===== src/rtl/ss_display_arbiter.sv =====
// Round-robin owner of the two 4-digit seven-segment banks with a minimum dwell per owner.
// Define SS_DISPLAY_LZ_BLANK_EN to blank the anodes of leading-zero nibbles.
module ss_display_arbiter #(
    parameter int NREQ         = 4,
    parameter int SCAN_DIV     = 100000,
    parameter int DWELL_FRAMES = 256
) (
    input  logic                   CLK,
    input  logic                   RST,
    input  logic [NREQ-1:0]        req,
    input  logic [32*NREQ-1:0]     req_data,
    output logic [NREQ-1:0]        grant,
    output logic [3:0]             digit0,
    output logic [3:0]             digit1,
    output logic [3:0]             D0_AN,
    output logic [3:0]             D1_AN
);

    localparam int IW = $clog2(NREQ);
    localparam int PW = $clog2(SCAN_DIV);
    localparam int DW = (DWELL_FRAMES > 1) ? $clog2(DWELL_FRAMES) : 1;
    localparam logic [PW-1:0] PCNT_MAX  = PW'(SCAN_DIV - 1);
    localparam logic [DW-1:0] DWELL_MAX = DW'(DWELL_FRAMES - 1);
    localparam logic [IW-1:0] LAST_RST  = IW'(NREQ - 1);

    typedef enum logic [0:0] {ST_IDLE = 1'b0, ST_OWN = 1'b1} state_t;

    // First asserted request searching upward from prev+1; prev itself is tried last.
    function automatic logic [IW-1:0] rr_pick(input logic [NREQ-1:0] r, input logic [IW-1:0] prev);
        logic [IW-1:0] pick;
        int            idx;
        pick = prev;
        for (int i = NREQ; i >= 1; i--) begin
            idx = (int'(prev) + i) % NREQ;
            if (r[idx]) pick = IW'(idx);
        end
        return pick;
    endfunction

    logic [PW-1:0]   pcnt_q, pcnt_d;
    logic [1:0]      sel_q, sel_d;
    state_t          state_q;
    logic [NREQ-1:0] grant_q;
    logic [31:0]     snap_q;
    logic [DW-1:0]   dwell_q;
    logic [IW-1:0]   last_q;

    logic            tick_s, frame_end_s, switch_s, other_req_s;
    logic [IW-1:0]   pick_s;
    logic [31:0]     pick_data_s, owner_data_s;

    // Prescaler, digit select and owner-switch decision.
    always_comb begin
        tick_s       = (pcnt_q == PCNT_MAX);
        pcnt_d       = tick_s ? {PW{1'b0}} : pcnt_q + PW'(1);
        sel_d        = tick_s ? sel_q + 2'd1 : sel_q;
        frame_end_s  = tick_s && (sel_q == 2'd3);
        pick_s       = rr_pick(req, last_q);
        pick_data_s  = req_data[32*int'(pick_s) +: 32];
        owner_data_s = req_data[32*int'(last_q) +: 32];
        other_req_s  = |(req & ~grant_q);
        switch_s     = !req[last_q] || ((dwell_q == DWELL_MAX) && other_req_s);
    end

    // Ownership FSM; last_q doubles as the current owner index while in ST_OWN.
    always_ff @(posedge CLK or posedge RST) begin
        if (RST) begin
            pcnt_q  <= {PW{1'b0}};
            sel_q   <= 2'd0;
            state_q <= ST_IDLE;
            grant_q <= {NREQ{1'b0}};
            snap_q  <= 32'h0000_0000;
            dwell_q <= {DW{1'b0}};
            last_q  <= LAST_RST;
        end else begin
            pcnt_q <= pcnt_d;
            sel_q  <= sel_d;
            case (state_q)
                ST_IDLE: begin
                    if (|req) begin
                        state_q <= ST_OWN;
                        grant_q <= NREQ'(1) << pick_s;
                        snap_q  <= pick_data_s;
                        dwell_q <= {DW{1'b0}};
                        last_q  <= pick_s;
                    end else begin
                        grant_q <= {NREQ{1'b0}};
                    end
                end
                ST_OWN: begin
                    if (frame_end_s && switch_s && (|req)) begin
                        grant_q <= NREQ'(1) << pick_s;
                        snap_q  <= pick_data_s;
                        dwell_q <= {DW{1'b0}};
                        last_q  <= pick_s;
                    end else if (frame_end_s && switch_s) begin
                        state_q <= ST_IDLE;
                        grant_q <= {NREQ{1'b0}};
                        dwell_q <= {DW{1'b0}};
                    end else if (frame_end_s) begin
                        // Reload even if the owner has dropped its request.
                        snap_q <= owner_data_s;
                        if (dwell_q != DWELL_MAX) begin
                            dwell_q <= dwell_q + DW'(1);
                        end
                    end
                end
                default: begin
                    state_q <= ST_IDLE;
                    grant_q <= {NREQ{1'b0}};
                end
            endcase
        end
    end

`ifdef SS_DISPLAY_LZ_BLANK_EN
    logic [2:0] lead_s;

    // Index (bank,sel) of the most significant nonzero nibble; 7 keeps one digit lit for zero.
    always_comb begin
        lead_s = 3'd7;
        for (int n = 7; n >= 0; n--) begin
            if (snap_q[31-4*n -: 4] != 4'h0) lead_s = 3'(n);
        end
    end
`endif

    // Display drive derived from registers only.
    always_comb begin
        grant  = grant_q;
        digit0 = 4'h0;
        digit1 = 4'h0;
        D0_AN  = 4'hF;
        D1_AN  = 4'hF;
        if (state_q == ST_OWN) begin
            digit0 = snap_q[31-4*int'(sel_q) -: 4];
            digit1 = snap_q[15-4*int'(sel_q) -: 4];
`ifdef SS_DISPLAY_LZ_BLANK_EN
            D0_AN[sel_q] = ({1'b0, sel_q} < lead_s) ? 1'b1 : 1'b0;
            D1_AN[sel_q] = ({1'b1, sel_q} < lead_s) ? 1'b1 : 1'b0;
`else
            D0_AN[sel_q] = 1'b0;
            D1_AN[sel_q] = 1'b0;
`endif
        end else begin
            digit0 = 4'h0;
            digit1 = 4'h0;
        end
    end

endmodule


===== config.mk =====
export PLATFORM = sky130hd
export DESIGN_NAME = ss_display_arbiter
export DESIGN_NICKNAME = d
export VERILOG_FILES = /design/src/rtl/ss_display_arbiter.sv
export SDC_FILE = /design/constraint.sdc
export NUM_CORES = 1
export LEC_CHECK = 0
export ABC_CLOCK_PERIOD_IN_PS = 7200
export CAP_MARGIN = 0
export CORE_MARGIN = 10
export CORE_UTILIZATION = 40
export CTS_CLUSTER_SIZE = 30
export DETAILED_ROUTE_END_ITERATION = 10
export DONT_BUFFER_PORTS = 1
export PLACE_DENSITY = 0.58
export SYNTH_ARGS = -nofsm -noshare
export SYNTH_HDL_FRONTEND = slang
export SYNTH_SLANG_ARGS = --single-unit

===== constraint.sdc =====
create_clock -name CLK -period 7.2 [get_ports CLK]
set_input_delay 1.08 -clock CLK [delete_from_list [all_inputs] [get_ports CLK]]
set_output_delay 1.08 -clock CLK [all_outputs]
set_load 0.02 [all_outputs]

==> out/qor.yml, run 1 <==
status:
  status: "finished clean"
synth:
  yosys_register_bits: 66
  synthFlopType: "dfrtp_1"
  postSynthCellCount: 523
  yosysSeqAreaShare_pct: 32.20
  syn_area_um2: 5136
  synth.distinct_cells: 47
  yosysTopAreaCellShare_pct: 31.18
  async_reset_ff_share_pct: 100.0
  synth_edf_count: 0
  synth_area_leaders: "dfrtp_1 (31%), mux4_2 (18%), a22oi_1 (9.4%)"
  syn_nets: 663
  yosys_warnings: 0
  synth_area_leader_cell: "dfrtp_1"
  yosys-top-cells-count: "a22oi_1 (64), dfrtp_1 (64), nor2_1 (54)"
  syn_avg_cell_area_um2: 9.821
floorplan:
  die_y_um: 133.3
  start_util_pct: 40.70
  row_count: 41
  dieArea_um2: 17770
  pin_count: 154
  die_width_um: 133.3
  coreArea_um2: 12620
timing:
  hold_viol: 0
  slew_headroom_pct: 17.48
  tns_ps: 0
  worstMarginPinSlew_ps: 1238
  finClkSkew_ps: 7.143
  final-setup-viol-count: 0
  rsz0062_at_grt: "no"
  min_period_over_period_pct: 50.78
  slew_violations: 0
  max_freq_mhz: 273.5
  min_period_ps: 3656
routing:
  detail_route.drc_violations: 0
  wirelength_mm: 15.00
  drt-wirelength-per-cell_um: 22.63
  final_antenna_net_count: 0
  first_pass_iters: 7
  vias: 4241
  vias_per_cell: 6.397
  drt_iter0_drc: 276
worst_setup_path:
  reg2reg_from: "last_q[1]"
  cp-start-kind: "flip-flop"
  required_ps: 7450
  cp-end-kind: "flip-flop"
  reg2reg_depth: 7
  critical-path-max-stage-delay_ps: 930
  cpMaxStageDelayCell: "or3_2"
  rrSetupSlack_ps: 3540
  crit_start: "last_q[1]"
  path_cells: "buf_4 -> mux4_2 -> and2_1 -> o21a_1 -> or3_2 -> a22o_1 -> a31oi_1"
  cp_max_fo: 64
  r2r_end: "snap_q[9]"
  worstPathArrival_ps: 3900
  critPathKind: "reg2reg"
  crit_end: "snap_q[9]"
hold_path:
  hp-start: "pcnt_q[14]"
  min_path_type: "reg2reg"
power_and_ir_drop:
  p_per_area_nw_per_um2: 190.9
  switching_share_pct: 25.83
  combPwrFrac_pct: 17.6
  pwr-share-clk_pct: 43.0
  p_seq_share_pct: 39.5
  p_leak_nw: 2.146
  internal_power_mw: 0.7793
  p_switching_mw: 0.2714
  peakVddDrop_mv: 0.1017
clock_tree:
  ctsRootBufferMaster: "clkbuf_16"
  cts_sinks: 66
  cts_tree: "done"
  numCtsBuffers: 9
  ctsResizeCount: 0
  htree_num_levels: 3
  clk_latency_ps: 340
  cts.path.max_buffers: 2
  clk_pin_slew_ps: 50
  hold_buffers: 0
  post_cts_buffers: 0
grt:
  grt_max_degree: 82
  met1_usage_pct: 19.34
  track_usage_pct: 16.60
  grt.met2_usage_pct: 26.98
  grt_overflow_total: 0
  grt_pass1_vias: 4451
  top_usage_layer: "met2"
  grt_antenna_before_repair: 0
  grtUsageMet3_pct: 5.000
  grt_pass1_wl_mm: 23.70
cells_and_area:
  syn_to_final_growth_pct: 7.186
  fin_util_pct: 43.62
  diodes: 0
  drive_gt1_share_pct: 15.48
  nFillCells: 1275
  nets: 627
placement:
  dpl.hpwl_mm: 10.89
  gp_congestion: 0.7964
  io_buffers: 0
job:
  maxCapViolations: 0
-- metrics by stage --
stage / total power, mW / std cells / setup WS (ps) / instance area [um^2] / hold slack (ps)
2_1_floorplan: 0.5698 / 523 / 4102 / 5136 / 452.9
5_1_grt: 1.100 / 663 / 3287 / 5505 / 512.3
4_1_cts: 1.063 / 663 / 3518 / 5505 / 491.8
6_report: 1.051 / 663 / 3544 / 5505 / 490.3
3_3_place_gp: 0.6050 / 648 / 3589 / 5200 / 471.1
3_5_place_dp: 0.6076 / 648 / 3508 / 5200 / 484.5
-- critical path, delay by kind of cell, from the launching register on --
kind / cells / cell delay [ps]
mux: 1 / 580
compound gates: 3 / 740
simple gates: 2 / 1110
buf+inv: 1 / 590
flops: 1 / 510
-- kinds of logic (layout without fill, tap and decap cells) --
kind of cell               after synthesis  in the layout  share of synthesized area (%)
buffers and inverters                   64             32                          5.481
DFF                                     66             66                          32.20
and+or+nand+nor                        163            163                          15.93
xor gates and xnor gates                20             20                          3.411
adders and majority gates                6              6                          1.462
AOI/OAI and AO/OA                      162            162                          23.31
muxes                                   42             42                          18.20
-- how the worst min path moves through the flow --
stage | cells after the start | slack (ps) | end
floorplan | 1 | 450 | pcnt_q[14]
global placement | 1 | 470 | pcnt_q[14]
detailed placement | 1 | 480 | pcnt_q[0]
CTS | 1 | 490 | pcnt_q[0]
global route | 1 | 510 | pcnt_q[0]
finish | 1 | 490 | pcnt_q[14]
-- flip-flops by register name (all words and copies together), names as in the netlist --
name     flops
sel_q        2
pcnt_q      17
dwell_q      8
grant        4
snap_q      32
state_q      1
last_q       2
-- per-layer routing --
metal	up-vias	wire, um
li1	1971	-
met1	2065	5960
met2	164	7218
met3	41	1259
met4	0	563
met5	-	0
-- power by group through the flow --
stage	Sequential (mW)	Combinational (mW)	Clock, mW
after detailed placement	0.422	0.186	0
after global routing	0.418	0.206	0.477
after floorplan	0.405	0.165	0
after CTS	0.415	0.186	0.461
final	0.415	0.185	0.452
after global placement	0.421	0.184	0
-- layout make-up --
class | instances | area [um^2] | share of cell area, %
flip-flops and latches | 66 | 1655 | 30.07
well taps | 172 | 215.2 | 3.909
clock inverters | 2 | 35.03 | 0.6364
repair buffers | 9 | 67.56 | 1.227
inverters | 8 | 30.03 | 0.5455
clock buffers | 13 | 270.3 | 4.909
multi-input cells | 393 | 3232 | 58.70
-- placed cells by master, fill, tap and decap left out, types with 3 or more instances in the layout --
master / netlist / layout
o31ai_1: 3 / 3
nor2b_1: 3 / 3
a21o_1: 3 / 3
ha_1: 6 / 6
nand3_1: 43 / 43
nor2_1: 54 / 54
and2_1: 9 / 9
nand2b_1: 6 / 6
mux4_2: 41 / 41
buf_4: 4 / 9
and3_1: 8 / 8
a21oi_1: 5 / 4
nand2_1: 19 / 19
inv_1: 8 / 7
a31oi_1: 33 / 33
a22oi_1: 64 / 64
o21ai_0: 9 / 9
clkbuf_16: 0 / 9
xnor2_1: 5 / 5
clkbuf_8: 0 / 3
nor3_1: 3 / 3
nand4_1: 5 / 5
xor2_1: 15 / 15
dfrtp_1: 64 / 63
a22o_1: 36 / 36
Power figures use the tool's default switching activity.
==> inputs of run 2 (changes only) <==
ABC_CLOCK_PERIOD_IN_PS = 3200   (was 7200)
PLACE_DENSITY = 0.6   (was 0.58)
clock period = 3.2 ns   (was 7.2 ns; I/O delays follow)
==> run 2 against run 1 <==
Against the previous run: core utilization up 0.77 points; critical path depth did not move; first-iteration DRC count down 9.4%; sequential share of layout area is 0.52 points lower; sequential power rose by 120%; critical path type unchanged; hold slack worse by 350 ps; sequential cell count stayed put; largest cell class unchanged; register-to-register slack got worse by 3100 ps; highest routed layer unchanged; non-clock buffer count rose by 10.
==> out/qor.yml, run 2 (synthesized netlist as in run 1, its figures left out) <==
timing:
  max_freq_mhz: 357.6  # +31%
  whs_ps: 144.2  # -346.1 ps
  tns_ps: 0  # unchanged
  finClkSkew_ps: 4.858  # -2.285 ps
  slew_headroom_pct: 23.23  # +5.7 points
  hold_viol: 0  # unchanged
  slew_violations: 0  # unchanged
  final-setup-viol-count: 0  # unchanged
  min_period_ps: 2797  # -859.8 ps
  min_period_over_period_pct: 87.39  # +37 points
  worstMarginPinSlew_ps: 1152  # -86.17 ps
  rsz0062_at_grt: "no"
routing:
  drt_iter0_drc: 250  # -9.4%
  dr_wl_met3_mm: 1.244  # -1.2%
  drt-wirelength-per-cell_um: 22.46  # -0.76%
  vias_per_cell: 6.429  # +0.51%
  first_pass_iters: 5  # -2
  wirelength_mm: 15.11  # +0.74%
  wirelength_met1_mm: 6.022  # +1.0%
  vias: 4327  # +2.0%
  top_layer_used: "met4"
  final_antenna_net_count: 0  # unchanged
  detail_route.drc_violations: 0  # unchanged
  route.met2.wl_mm: 7.539  # +4.4%
worst_setup_path:
  rrSetupSlack_ps: 400  # -3140 ps
  critPathTopFamily: "simple AND/OR/NAND/NOR gates"
  reg2reg_depth: 7  # unchanged
  cp_max_fo: 54  # -16%
  crit_start: "pcnt_q[6]"
  r2r_end: "snap_q[11]"
  worstPathArrival_ps: 3050  # -850 ps
  cp.depth: 7  # unchanged
  cp-end-kind: "flip-flop"
  critPathKind: "reg2reg"
  cp-start-kind: "flip-flop"
  cpMaxStageDelayCell: "or3_2"
  critPathBufInv: 1  # unchanged
  required_ps: 3450  # -4000 ps
  path_cells: "or4b_4 -> nor4_4 -> nand2_2 -> or3_2 -> buf_12 -> a22o_1 -> a31oi_1"
  reg2reg_from: "pcnt_q[6]"
  critical-path-max-stage-delay_ps: 580  # -350 ps
cells_and_area:
  largest_reg_flops: 32  # unchanged
  nets: 637  # +1.6%
  diodes: 0  # unchanged
  final_common_cell: "a22oi_1"
  layout_common_cells: "a22oi_1 (64), dfrtp_1 (63), nor2_1 (54), nand3_1 (43), mux4_2 (41)"
  largest_register: "snap_q"
  syn_to_final_growth_pct: 9.086
  reg.largest.list: "snap_q x32, pcnt_q x17, dwell_q x8"
  drive_gt1_share_pct: 17.37  # +1.9 points
grt:
  grt_pass1_vias: 4410  # -0.92%
  grt_max_degree: 82  # unchanged
  grt_overflow_total: 0  # unchanged
  grt_pass1_wl_mm: 23.75  # +0.20%
  track_usage_pct: 16.63  # +0.026 points
  grt_antenna_before_repair: 0  # unchanged
clock_tree:
  hold_buffers: 0  # unchanged
  htree_num_levels: 3  # unchanged
  cts.path.max_buffers: 2  # unchanged
  cts_sinks: 66  # unchanged
  clk_latency_ps: 330  # about the same
  ctsResizeCount: 0  # unchanged
  cts_tree: "done"
  ctsRootBufferMaster: "clkbuf_16"
  clk_pin_slew_ps: 50  # about the same
  post_cts_buffers: 0  # unchanged
  numCtsBuffers: 9  # unchanged
placement:
  gp_congestion: 0.8325  # +4.5%
  dpl.hpwl_mm: 11.44  # +5.1%
  io_buffers: 0  # unchanged
power_and_ir_drop:
  peakVddDrop_mv: 0.2165  # +110%
  p_leak_nw: 2.204  # +2.7%
  p_per_area_nw_per_um2: 413.0  # +120%
status:
  status: "finished clean"
floorplan:
  dieArea_um2: 17770  # unchanged
  row_count: 41  # unchanged
  die_width_um: 133.3  # unchanged
  coreArea_um2: 12620  # unchanged
  pin_count: 154  # unchanged
  start_util_pct: 40.70  # unchanged
  die_y_um: 133.3  # unchanged
hold_path:
  min_path_type: "in2async"
job:
  maxCapViolations: 0  # unchanged
[run 2: cell count changes in the layout (fill, tap and decap cells not counted), sizes merged]
cell and delta:
bufinv -1, clkinv +1, buf +10
[run 2: metrics by stage]
step / std cells / setup slack (ps) / instance area, um^2 / total power, mW / util (%)
6_report: 673 / 403.5 / 5603 / 2.314 / 44.40
5_1_grt: 673 / 252.8 / 5603 / 2.412 / 44.40
4_1_cts: 673 / 412.0 / 5603 / 2.339 / 44.40
3_5_place_dp: 658 / 410.3 / 5313 / 1.388 / 42.10
3_3_place_gp: 658 / 479.4 / 5313 / 1.382 / 42.10
2_1_floorplan: 523 / 537.7 / 5136 / 1.282 / -
[run 2: how the worst max path moves through the flow]
stage	to	slack, ps
6_report	snap_q[11]	400
5_1_grt	snap_q[4]	250
4_1_cts	snap_q[11]	410
3_5_place_dp	snap_q[0]	410
3_3_place_gp	snap_q[27]	480
2_1_floorplan	snap_q[16]	540
[run 2: area by class of cell]
type                       count  area [um^2]
clock buffer                  13        280.3
tap                          172        215.2
inverter                       8        30.03
clock inverter                 2        10.01
timing repair buffer          19        180.2
multi-input combinational    393         3232
sequential                    66         1655
fill                        1270         7017
[run 2: power breakdown]
part | leakage [nW] | switching, mW | internal [mW]
clock | 0.147 | 0.344 | 0.601
combinational | 1.20 | 0.230 | 0.222
sequential | 0.858 | 0.0365 | 0.881
[run 2: routing by layer]
| metal | vias to the layer above | GRT usage, % |
|---|---|---|
| li1 | 2009 | - |
| met1 | 2142 | 19.81 |
| met2 | 156 | 28.22 |
| met3 | 20 | 4.060 |
| met4 | 0 | 6.469 |
| met5 | - | 0 |
==> inputs of run 3 (changes only) <==
--- a/constraint.sdc
+++ b/constraint.sdc
@@ -3,2 +3,2 @@
 set_output_delay 0.48 -clock CLK [all_outputs]
-set_load 0.02 [all_outputs]
+set_load 0.05 [all_outputs]
==> run 3 against run 2 <==
Against the previous run: sequential cell count stayed put; die area stayed put; fmax is 0.72% lower; non-clock buffer count is 3 higher.
==> out/qor.yml, run 3 (synthesized netlist as in run 1, its figures left out) <==
timing:
  min_period_over_period_pct: 88.02  # +0.63 points
  rsz0062_at_grt: "no"
  final-setup-viol-count: 0  # unchanged
  min_period_ps: 2817  # +20.25 ps
  max_freq_mhz: 355.0  # -0.72%
  slew_headroom_pct: 17.88  # -5.3 points
  tns_ps: 0  # unchanged
  finClkSkew_ps: 9.600  # +4.743 ps
  hold_viol: 0  # unchanged
  slew_violations: 0  # unchanged
  worstMarginPinSlew_ps: 1232  # +80.22 ps
cells_and_area:
  largest_register: "snap_q"
  syn_to_final_growth_pct: 9.671
  diodes: 0  # unchanged
  drive_gt1_share_pct: 17.62  # +0.26 points
  nets: 640  # +0.47%
  largest_reg_flops: 32  # unchanged
  final_common_cell: "a22oi_1"
  reg.largest.list: "snap_q x32, pcnt_q x17, dwell_q x8"
  layout_common_cells: "a22oi_1 (64), dfrtp_1 (63), nor2_1 (54), nand3_1 (43), mux4_2 (41)"
  nFillCells: 1230  # -3.1%
power_and_ir_drop:
  p_leak_nw: 2.213  # +0.41%
  p_total_mw: 2.378  # +2.8%
  p_per_area_nw_per_um2: 422.2  # +2.2%
  peakVddDrop_mv: 0.2093  # -3.3%
worst_setup_path:
  path_cells: "or4b_4 -> nor4_4 -> nand2_2 -> or3_2 -> buf_12 -> a22o_1 -> a31oi_1"
  reg2reg_depth: 7  # unchanged
  cp-start-kind: "flip-flop"
  r2r_end: "snap_q[0]"
  worstPathArrival_ps: 3070  # +20 ps
  critPathKind: "reg2reg"
  critPathBufInv: 1  # unchanged
  required_ps: 3450  # about the same
  cp_max_fo: 54  # unchanged
  critPathTopFamily: "simple AND/OR/NAND/NOR gates"
  cp-end-kind: "flip-flop"
  rrSetupSlack_ps: 380  # -20 ps
  cpMaxStageDelayCell: "or3_2"
  critical-path-max-stage-delay_ps: 580  # about the same
  reg2reg_from: "pcnt_q[6]"
clock_tree:
  post_cts_buffers: 0  # unchanged
  numCtsBuffers: 9  # unchanged
  clk_latency_ps: 340  # about the same
  cts_tree: "done"
  hold_buffers: 0  # unchanged
  cts.path.max_buffers: 2  # unchanged
  cts_sinks: 66  # unchanged
  htree_num_levels: 3  # unchanged
  clk_pin_slew_ps: 60  # about the same
  ctsResizeCount: 0  # unchanged
  ctsRootBufferMaster: "clkbuf_16"
floorplan:
  dieArea_um2: 17770  # unchanged
  pin_count: 154  # unchanged
  coreArea_um2: 12620  # unchanged
  die_width_um: 133.3  # unchanged
  die_y_um: 133.3  # unchanged
  row_count: 41  # unchanged
  start_util_pct: 40.70  # unchanged
grt:
  grt_max_degree: 82  # unchanged
  grt_pass1_wl_mm: 24.14  # +1.7%
  track_usage_pct: 16.75  # +0.12 points
  grt_pass1_vias: 4572  # +3.7%
  grt_overflow_total: 0  # unchanged
  grt_antenna_before_repair: 0  # unchanged
routing:
  drt-wirelength-per-cell_um: 22.36  # -0.45%
  first_pass_iters: 5  # unchanged
  detail_route.drc_violations: 0  # unchanged
  wirelength_mm: 15.14  # +0.15%
  drt_iter0_drc: 284  # +14%
  vias_per_cell: 6.390  # -0.61%
  final_antenna_net_count: 0  # unchanged
  vias: 4326  # -0.023%
placement:
  io_buffers: 0  # unchanged
  gp_congestion: 0.8343  # +0.22%
  dpl.hpwl_mm: 11.29  # -1.3%
status:
  status: "finished clean"
job:
  maxCapViolations: 0  # unchanged
hold_path:
  min_path_type: "in2async"
-- run 3: metrics by stage --
step                      setup slack, ps  utilization, %  instances  hold WS, ps  area (um^2)
after global routing                273.1           44.64        677        212.0         5633
after global placement              480.0           42.28        661        470.5         5335
after detailed placement            406.9           42.28        661        480.3         5335
final                               383.2           44.64        677        153.8         5633
after floorplan                     537.7               -        523        452.9         5136
after CTS                           394.9           44.64        677        182.0         5633
-- run 3: where the power goes --
group,switching [mW],total [mW],internal [mW]
registers,0.0432,0.923,0.880
clock network,0.363,0.988,0.624
logic,0.247,0.467,0.220
total,0.653,2.38,1.72
-- run 3: worst reg2reg max path, stage by stage, from the launching register on --
cell	delay, ps
dfrtp_1	420
or4b_4	560
nor4_4	320
nand2_2	140
or3_2	580
buf_12	230
a22o_1	290
a31oi_1	180
-- run 3: cell type report --
cell class | count | area [um^2] | area share (%)
Clock buffer | 12 | 246.5 | 4.376
Clock inverter | 4 | 51.30 | 0.9107
Inverter | 8 | 30.03 | 0.5331
Multi-Input combinational cell | 393 | 3232 | 57.37
Sequential cell | 66 | 1655 | 29.39
Tap cell | 172 | 215.2 | 3.821
Timing Repair Buffer | 22 | 202.7 | 3.598
-- run 3: how the worst max path moves through the flow --
stage	cells past startpoint	to	start	slack, ps
global route	7	snap_q[19]	pcnt_q[6]	270
finish	7	snap_q[0]	pcnt_q[6]	380
CTS	7	snap_q[0]	pcnt_q[6]	390
floorplan	9	snap_q[16]	last_q[1]	540
detailed placement	7	snap_q[0]	pcnt_q[6]	410
global placement	7	snap_q[27]	pcnt_q[6]	480
-- run 3: layer usage --
metal  track usage, %  vias up  part of all wire [%]
met5                0        -                     0
met1            19.80     2122                    40
met2            27.48      173                    48
met4            8.102        0                   3.2
li1                 -     2003                     -
met3            4.662       28                   8.6
